===== src/rtl/core_pkg.sv =====
// Shared widths and the context-transfer state encoding for the per-core register bank.
package core_pkg;

  localparam int unsigned DATA_W_DEF  = 16;
  localparam int unsigned ADDR_W_DEF  = 16;
  localparam int unsigned NUM_GPR_DEF = 8;

  typedef enum logic [1:0] {
    IDLE,
    SPILL,
    FILL,
    DONE
  } ctx_state_e;

endpackage


===== src/rtl/ctx_xfer_fsm.sv =====
// Context spill/fill sequencer: walks every GPR index and moves it to or from a memory frame
// through a req/ack handshake.
module ctx_xfer_fsm
  import core_pkg::*;
#(
  parameter  int unsigned NUM_GPR = NUM_GPR_DEF,
  parameter  int unsigned ADDR_W  = ADDR_W_DEF,
  localparam int unsigned IDX_W   = $clog2(NUM_GPR)
) (
  input  logic              clk,
  input  logic              rst_n,
  input  logic              spill_start,
  input  logic              fill_start,
  input  logic [ADDR_W-1:0] ctx_base,
  input  logic              mem_ack,
  output logic              mem_req,
  output logic              mem_we,
  output logic [ADDR_W-1:0] mem_addr,
  output logic              busy,
  output logic              done,
  output logic              fill_we,
  output logic [IDX_W-1:0]  fill_idx,
  output logic [IDX_W-1:0]  spill_idx
);

  localparam int unsigned          CNT_W = IDX_W + 1;
  localparam logic [CNT_W-1:0]     LAST  = CNT_W'(NUM_GPR - 1);

  ctx_state_e        state_q, state_d;
  logic [CNT_W-1:0]  idx_q, idx_d;
  logic [ADDR_W-1:0] base_q, base_d;

  always_ff @(posedge clk or negedge rst_n) begin
    if (!rst_n) begin
      state_q <= IDLE;
      idx_q   <= '0;
      base_q  <= '0;
    end else begin
      state_q <= state_d;
      idx_q   <= idx_d;
      base_q  <= base_d;
    end
  end

  always_comb begin
    state_d = state_q;
    idx_d   = idx_q;
    base_d  = base_q;
    mem_req = 1'b0;
    mem_we  = 1'b0;
    busy    = 1'b1;
    done    = 1'b0;
    fill_we = 1'b0;
    unique case (state_q)
      IDLE: begin
        busy = 1'b0;
        if (spill_start || fill_start) begin
          state_d = spill_start ? SPILL : FILL;
          base_d  = ctx_base;
          idx_d   = '0;
        end
      end
      SPILL, FILL: begin
        mem_req = 1'b1;
        mem_we  = (state_q == SPILL);
        if (mem_ack) begin
          fill_we = (state_q == FILL);
          idx_d   = idx_q + CNT_W'(1);
          if (idx_q == LAST) state_d = DONE;
        end
      end
      DONE: begin
        done    = 1'b1;
        state_d = IDLE;
      end
      default: state_d = IDLE;
    endcase
  end

  assign mem_addr  = base_q + ADDR_W'(idx_q);
  assign fill_idx  = idx_q[IDX_W-1:0];
  assign spill_idx = idx_q[IDX_W-1:0];

endmodule


===== src/rtl/core_reg_bank.sv =====
// Per-core register bank: GPR array, PC and AR on a shared B-bus, with a context spill/fill
// engine that moves the whole GPR set to or from data memory.
module core_reg_bank
  import core_pkg::*;
#(
  parameter  int unsigned DATA_W  = DATA_W_DEF,
  parameter  int unsigned NUM_GPR = NUM_GPR_DEF,
  parameter  int unsigned ADDR_W  = ADDR_W_DEF,
  localparam int unsigned IDX_W   = $clog2(NUM_GPR)
) (
  input  logic              clk,
  input  logic              rst_n,
  input  logic              wr_en,
  input  logic [IDX_W-1:0]  wr_sel,
  input  logic [IDX_W-1:0]  rd_sel,
  input  logic              inc_en,
  input  logic [IDX_W-1:0]  inc_sel,
  input  logic              clr_en,
  input  logic [IDX_W-1:0]  clr_sel,
  input  logic              alu_ld_en,
  input  logic [IDX_W-1:0]  alu_sel,
  input  logic [DATA_W-1:0] alu_res,
  input  logic [DATA_W-1:0] bus_in,
  input  logic [DATA_W-1:0] din,
  input  logic              mem_read,
  input  logic              pc_wr,
  input  logic              pc_inc,
  input  logic              ar_wr,
  input  logic              spill_start,
  input  logic              fill_start,
  input  logic [ADDR_W-1:0] ctx_base,
  output logic              mem_req,
  output logic              mem_we,
  output logic [ADDR_W-1:0] mem_addr,
  output logic [DATA_W-1:0] mem_wdata,
  input  logic [DATA_W-1:0] mem_rdata,
  input  logic              mem_ack,
  output logic [DATA_W-1:0] bus_out,
  output logic [DATA_W-1:0] alu_opnd,
  output logic [ADDR_W-1:0] pc_out,
  output logic [ADDR_W-1:0] ar_out,
  output logic              busy,
  output logic              done
);

  logic [DATA_W-1:0] gpr_q [NUM_GPR];
  logic [DATA_W-1:0] gpr_d [NUM_GPR];
  logic [ADDR_W-1:0] pc_q, pc_d, ar_q, ar_d;
  logic [DATA_W-1:0] rd_val;
  logic              fill_we;
  logic [IDX_W-1:0]  fill_idx, spill_idx;

  ctx_xfer_fsm #(
    .NUM_GPR (NUM_GPR),
    .ADDR_W  (ADDR_W)
  ) u_xfer (
    .clk         (clk),
    .rst_n       (rst_n),
    .spill_start (spill_start),
    .fill_start  (fill_start),
    .ctx_base    (ctx_base),
    .mem_ack     (mem_ack),
    .mem_req     (mem_req),
    .mem_we      (mem_we),
    .mem_addr    (mem_addr),
    .busy        (busy),
    .done        (done),
    .fill_we     (fill_we),
    .fill_idx    (fill_idx),
    .spill_idx   (spill_idx)
  );

  // Select-compare muxes: a select with no matching register reads as zero.
  always_comb begin
    rd_val    = '0;
    alu_opnd  = '0;
    mem_wdata = '0;
    for (int unsigned r = 0; r < NUM_GPR; r++) begin
      if (rd_sel    == IDX_W'(r)) rd_val    = gpr_q[r];
      if (alu_sel   == IDX_W'(r)) alu_opnd  = gpr_q[r];
      if (spill_idx == IDX_W'(r)) mem_wdata = gpr_q[r];
    end
  end

  assign bus_out = mem_read ? din : rd_val;

  always_comb begin
    for (int unsigned r = 0; r < NUM_GPR; r++) begin
      gpr_d[r] = gpr_q[r];
      if (fill_we && fill_idx == IDX_W'(r)) begin
        gpr_d[r] = mem_rdata;
      end else if (!busy) begin
        if (clr_en && clr_sel == IDX_W'(r))          gpr_d[r] = '0;
        else if (wr_en && wr_sel == IDX_W'(r))       gpr_d[r] = bus_in;
        else if (alu_ld_en && alu_sel == IDX_W'(r))  gpr_d[r] = alu_res;
        else if (inc_en && inc_sel == IDX_W'(r))     gpr_d[r] = gpr_q[r] + DATA_W'(1);
      end
    end
    pc_d = pc_wr ? bus_in[ADDR_W-1:0] : (pc_inc ? pc_q + ADDR_W'(1) : pc_q);
    ar_d = ar_wr ? bus_in[ADDR_W-1:0] : ar_q;
  end

  always_ff @(posedge clk or negedge rst_n) begin
    if (!rst_n) begin
      gpr_q <= '{default: '0};
      pc_q  <= '0;
      ar_q  <= '0;
    end else begin
      gpr_q <= gpr_d;
      pc_q  <= pc_d;
      ar_q  <= ar_d;
    end
  end

  assign pc_out = pc_q;
  assign ar_out = ar_q;

endmodule


===== config.mk =====
export PLATFORM = sky130hd
export DESIGN_NAME = core_reg_bank
export DESIGN_NICKNAME = d
export VERILOG_FILES = /design/src/rtl/core_pkg.sv /design/src/rtl/ctx_xfer_fsm.sv /design/src/rtl/core_reg_bank.sv
export SDC_FILE = /design/constraint.sdc
export NUM_CORES = 1
export LEC_CHECK = 0
export ABC_CLOCK_PERIOD_IN_PS = 2300
export BUFFER_PORTS_ARGS = -buffer_cell sky130_fd_sc_hd__buf_2
export CELL_PAD_IN_SITES_DETAIL_PLACEMENT = 1
export CELL_PAD_IN_SITES_GLOBAL_PLACEMENT = 2
export CORE_MARGIN = 2
export CORE_UTILIZATION = 30
export CTS_BUF_LIST = sky130_fd_sc_hd__clkbuf_4 sky130_fd_sc_hd__clkbuf_8
export DETAILED_ROUTE_END_ITERATION = 16
export HOLD_SLACK_MARGIN = 0.12
export MAX_ROUTING_LAYER = met4
export PLACE_DENSITY = 0.78
export SYNTH_ARGS = -nofsm -noshare
export SYNTH_HDL_FRONTEND = slang
export SYNTH_SLANG_ARGS = --single-unit

===== constraint.sdc =====
create_clock -name clk -period 2.3 [get_ports clk]
set_input_delay 0.23 -clock clk [delete_from_list [all_inputs] [get_ports clk]]
set_output_delay 0.23 -clock clk [all_outputs]
set_load 0.01 [all_outputs]

**After elaboration in Yosys (flattened, before gate mapping)**

Cells that the tools add are included.
Widths: inputs -> output; s select.

- Register bits: 182
- Input bits: 108
- Logic and storage cells: 240
- Output and inout bits: 100

- Reduce and logical (&&, ||, !) cells: 78
- Mux-type cells: 89
- Add/subtract/negate cells: 11
- Equality and inequality tests: 49

Operators with widths:

| operator | count |
|---|---|
| $mux 16 | 75 |
| $add 16x1->16 const B | 9 |
| $eq 3x3->1 const B | 24 |
| $logic_and 1x1->1 | 40 |
| $reduce_bool 5->1 | 8 |
| $eq 3x2->1 const B | 12 |
| $reduce_bool 2->1 | 10 |
| $eq 3x1->1 const B | 6 |
| $logic_not 3->1 | 6 |
| $reduce_and 2->1 | 9 |
| $add 16x4->16 | 1 |
| $mux 2 | 4 |
| $mux 4 | 2 |
| $pmux 4 s2 | 1 |
| $mux 1 | 6 |
| $pmux 2 s3 | 1 |
| $reduce_and 3->1 | 2 |
| $add 4x1->4 const B | 1 |
| $eq 2x2->1 const B | 2 |
| $eq 4x3->1 const B | 1 |
| $ne 2x1->1 const B | 2 |
| $eq 2x1->1 const B | 1 |
| $logic_not 2->1 | 1 |
| $ne 2x2->1 const B | 1 |
| 2 further kinds | 2 |

**Depth between registers and ports, before layout**

- Depth in word-level cells: 10
- Depth in mapped cells: 11
- Depth with buffers taken out: 9

**Hierarchy**

From an unflattened synthesis, not the netlist that was laid out.

- Cells, all modules: 2264
- Area total of the unflattened synthesis: 17347.9 µm²

By module, submodules not included:

| module | times used | cells each | area an instance (µm²) | sequential area each (µm²) |
|---|---|---|---|---|
| core_reg_bank | 1 | 2123 | 15850.2 | 4003.8 |
| ctx_xfer_fsm | 1 | 141 | 1497.7 | 550.5 |

**Worst setup path after synthesis**

No wires, ideal clock.

- Kind: reg2out
- Start: register u_xfer.idx_q[2]
- End: output port mem_wdata[9]
- Arrival: 2.283 ns
- Buffers on the path: 4
- Required time: 2.070 ns
- Cell stages (with the launch flop): 12
- Slack: -0.213 ns
- Path through: dfrtp_1 > buf_2 > inv_1 > ha_1 > clkbuf_1 > or2_1 > clkbuf_1 > clkbuf_1 > o311ai_0 > o21ai_0 > o21ai_0 > a22o_1

- Longest elaborated chain between the ends: 9
- Elaborated cells on any way between the ends: 16
- Classes of those cells: eq/ne: 7; mux: 8; reduce/logical: 1

RTL lines:

| element | line | text |
|---|---|---|
| from (decl) | ctx_xfer_fsm.sv:30 | `logic [CNT_W-1:0] idx_q, idx_d;` |
| from (signal assigned) | ctx_xfer_fsm.sv:40 | `idx_q <= idx_d;` |
| $logic_not 3->1 | core_reg_bank.sv:81 | `if (spill_idx == IDX_W'(r)) mem_wdata = gpr_q[r];` |
| $mux 16 (7 in a row) | core_reg_bank.sv:81 |  |
| $mux 16 * | core_reg_bank.sv:81 |  |
| to (decl) | core_reg_bank.sv:35 | `output logic [DATA_W-1:0] mem_wdata,` |

Mark *: on every way between the ends. The rest lies on a longest branch, timed or not.

**Worst setup path after layout**

- Start: register u_xfer.idx_q[0]
- End: output port mem_wdata[3]

The elaborated chain is that of the path after synthesis.

==> flow_summary.toml <==
[run_status]
status = "finished with violations"
violations = "negative setup slack"

[synth]
synth-seq-cells = 182
synth_edf_count = 0
async_reset_ff_frac = 1.00
syn_nets = 2369
synth_cell_types = 84
synth_common_cells = "nand2_1, nor2_1, o21ai_0"
synth_area_leader_cell = "dfrtp_1"
yosysMostFrequentCell = "nand2_1"
yosysWarnings = 0
synth_ff_type = "dfrtp_1"
syn-instance-count = 2237
avgSynthCellArea_sq_um = 7.65
yosysTopAreaCellShare = 0.266
syn_area_sq_um = 17100
netlist_top_cells_area = "dfrtp_1, nand2_1, o21ai_0, a21oi_1, nor2_1"
ys_seq_area_frac = 0.266

[drt]
viasPerCell = 6.38
wl_mm = 118
drt.antenna.violating_nets = 0
drtIter0Drc = 2614
wire_per_inst_um = 33.7
vias = 22300
firstDrtPassIters = 5
drcViolationCount = 0

[sta]
fin_crit_sh = 1.32
slew_headroom = 0.498
tightest_slew_ns = 0.752
rsz0062_at_grt = "yes"
clock_skew_ns = 0.0199
layout_setup_ws_ns = -0.740
setup_viol = 54
slew_violations = 0
max_freq_mhz = 329
fin_crit_ns = 3.04
hold_violations = 0

[placement]
dpl.hpwl_mm = 85.8
io_buffers = 207
detailed_place.area_sq_um = 21000
gp_congestion = 1.05
pre_cts_ws_ns = -0.314

[power_and_ir_drop]
p_per_area_nw_per_um2 = 1210
totalPowerFinal_mw = 29.2
intPower_mw = 14.3
p_leak_nw = 10.0
p_sw_mw = 14.8
p_clk_frac = 0.086
p_seq_frac = 0.243
swShare = 0.509
ir_drop_v = 0.000755
combPwrFrac = 0.670

[setup_path]
critPathSlowestCell = "dfrtp_2"
crit_type = "reg -> out"
critical_path.max_stage_delay_ns = 0.45
required_ns = 2.07
critPathLaunchType = "register"
crit_buf_inv = 5
cp-end-kind = "output pin"
crit_arrival_ns = 2.81
crit_fanout = 8
path_cells = "inv_2 > buf_6 > ha_4 > buf_12 > buf_8 > a221oi_1 > o311ai_4 > o21ai_2 > o21ai_1 > a22o_1 > buf_2"
critical-path-top-delay-family = "compound AO/OA/AOI/OAI gates"

[global_routing]
grt_pass1_wl_mm = 165
antenna_found_initial = 10
grt_usage = 0.403
grt_max_degree = 57
overflow = 0
first_global_vias = 22300

[finish]
drive_gt1_frac = 0.372
nFillCells = 6876
area_growth_pct = 40.9
finalNetCount = 2856
final_area_sq_um = 24100

[die]
row_count = 87
die_h_um = 243
io_pins = 208
die_w_um = 243
start_util = 0.304
core_area_sq_um = 56400
dieArea_sq_um = 59000

[cts]
insertion_delay_ns = 0.62
htree_levels = 4
clock-sinks = 182
clk_path_buf_depth = 2
cts_tree = "done"
path_clk_slew_ns = 0.13
clock-root-buffer = "clkbuf_8"
cts_buffers = 17

[job]
drv_cap = 0

[worst_hold_path]
hold_path_class = "in -> async"
final timing paths:
path,from,end,slack [ns],depth (start not counted)
max,u_xfer.idx_q[0],mem_wdata[3],-0.74,11
min,rst_n,gpr_q[68],0.14,2
max reg2reg,u_xfer.idx_q[0],gpr_q[31],-0.03,10
min reg2reg,ar_out[14],ar_out[14],0.52,1
max in group asynchronous,rst_n,gpr_q[9],1.34,3
min in group clk,ar_wr,ar_out[3],0.18,2
state kept, by name, summed over array words and instances, names as in the netlist:
name / count
u_xfer.idx_q: 4
u_xfer.base_q: 16
gpr_q: 128
u_xfer.state_q: 2
ar_out: 16
pc_out: 16
power by group through the flow:
stage / registers [mW] / clock network [mW] / logic [mW]
global placement: 6.91 / 0 / 15.2
global route: 7.14 / 2.67 / 20.5
detailed placement: 6.97 / 0 / 15.5
floorplan: 5.64 / 0 / 8.37
CTS: 6.90 / 2.57 / 18.1
finish: 7.09 / 2.52 / 19.6
per-stage QoR:
stage | instances | utilization | hold WS, ns | TNS [ns]
6_report | 3502 | 0.428 | 0.143 | -19.62
2_1_floorplan | 2237 | - | -0.0656 | -0.0156
5_1_grt | 3500 | 0.427 | 0.163 | -24.72
4_1_cts | 3469 | 0.414 | 0.121 | -20.50
3_3_place_gp | 3314 | 0.373 | 0.241 | -4.68
3_5_place_dp | 3314 | 0.373 | 0.248 | -6.40
placed cells by master (no fill, tap or decap), types with 20 or more instances in the layout:
cell type      instances
buf_4                368
nand2_1              268
nor2_1               203
buf_2                199
a21oi_1              160
o21ai_0              137
dfrtp_1              117
nand3_1               93
dfrtp_2               65
buf_6                 63
xnor2_1               53
o21ai_1               48
dlygate4sd3_1         46
a31oi_1               44
xor2_1                42
nand4_1               39
mux2_2                35
nor2b_1               33
mux2i_1               33
mux4_2                30
a22oi_1               28
nor3_1                27
a22o_1                27
a221oi_1              25
inv_1                 24
o211ai_1              23
o22ai_1               23
buf_12                23
a21oi_2               22
o221ai_1              20
timing repair:
action	in CTS	in global routing
pin swaps	62	60
setup endpoints to repair	118	122
hold buffers	46	0
resized for setup	259	137
endpoints found under the hold margin	236	0
gates cloned	1	0
buffers inserted	81	27
per-layer routing:
| layer | wire length [um] | GRT usage | vias up | part of all wire |
|---|---|---|---|---|
| met5 | 0 | - | - | 0 |
| li1 | - | - | 9292 | - |
| met1 | 46100 | 0.496 | 11300 | 0.39 |
| met3 | 10200 | 0.0679 | 417 | 0.086 |
| met2 | 50900 | 0.591 | 1346 | 0.43 |
| met4 | 10700 | 0.304 | 0 | 0.091 |
worst reg2reg max path, stage by stage, from the launching register on:
cell and delay [ns]:
dfrtp_2 0.45, inv_2 0.08, buf_6 0.12, ha_4 0.16, buf_12 0.15, buf_6 0.12, and4_4 0.16, or2_4 0.29
or3_4 0.38, o41ai_2 0.20, a22o_1 0.16
logic make-up after synthesis:
logic type                 share of synthesized area
AOI/OAI and AO/OA                              0.272
xor gates and xnor gates                      0.0496
adders and majority gates                     0.0180
buffers and inverters                         0.0647
DFF                                            0.266
muxes                                         0.0915
and+or+nand+nor                                0.238
layout make-up:
cell class / instances / area [sq um] / share of cell area
clock inverter: 14 / 166 / 0.00690
antenna: 10 / 25.0 / 0.00104
timing repair buffer: 705 / 5490 / 0.228
tap: 756 / 946 / 0.0392
multi-input combinational: 1787 / 12500 / 0.518
sequential: 182 / 4640 / 0.192
clock buffer: 17 / 234 / 0.00971
inverter: 31 / 120 / 0.00498
Power figures use the tool's default switching activity.
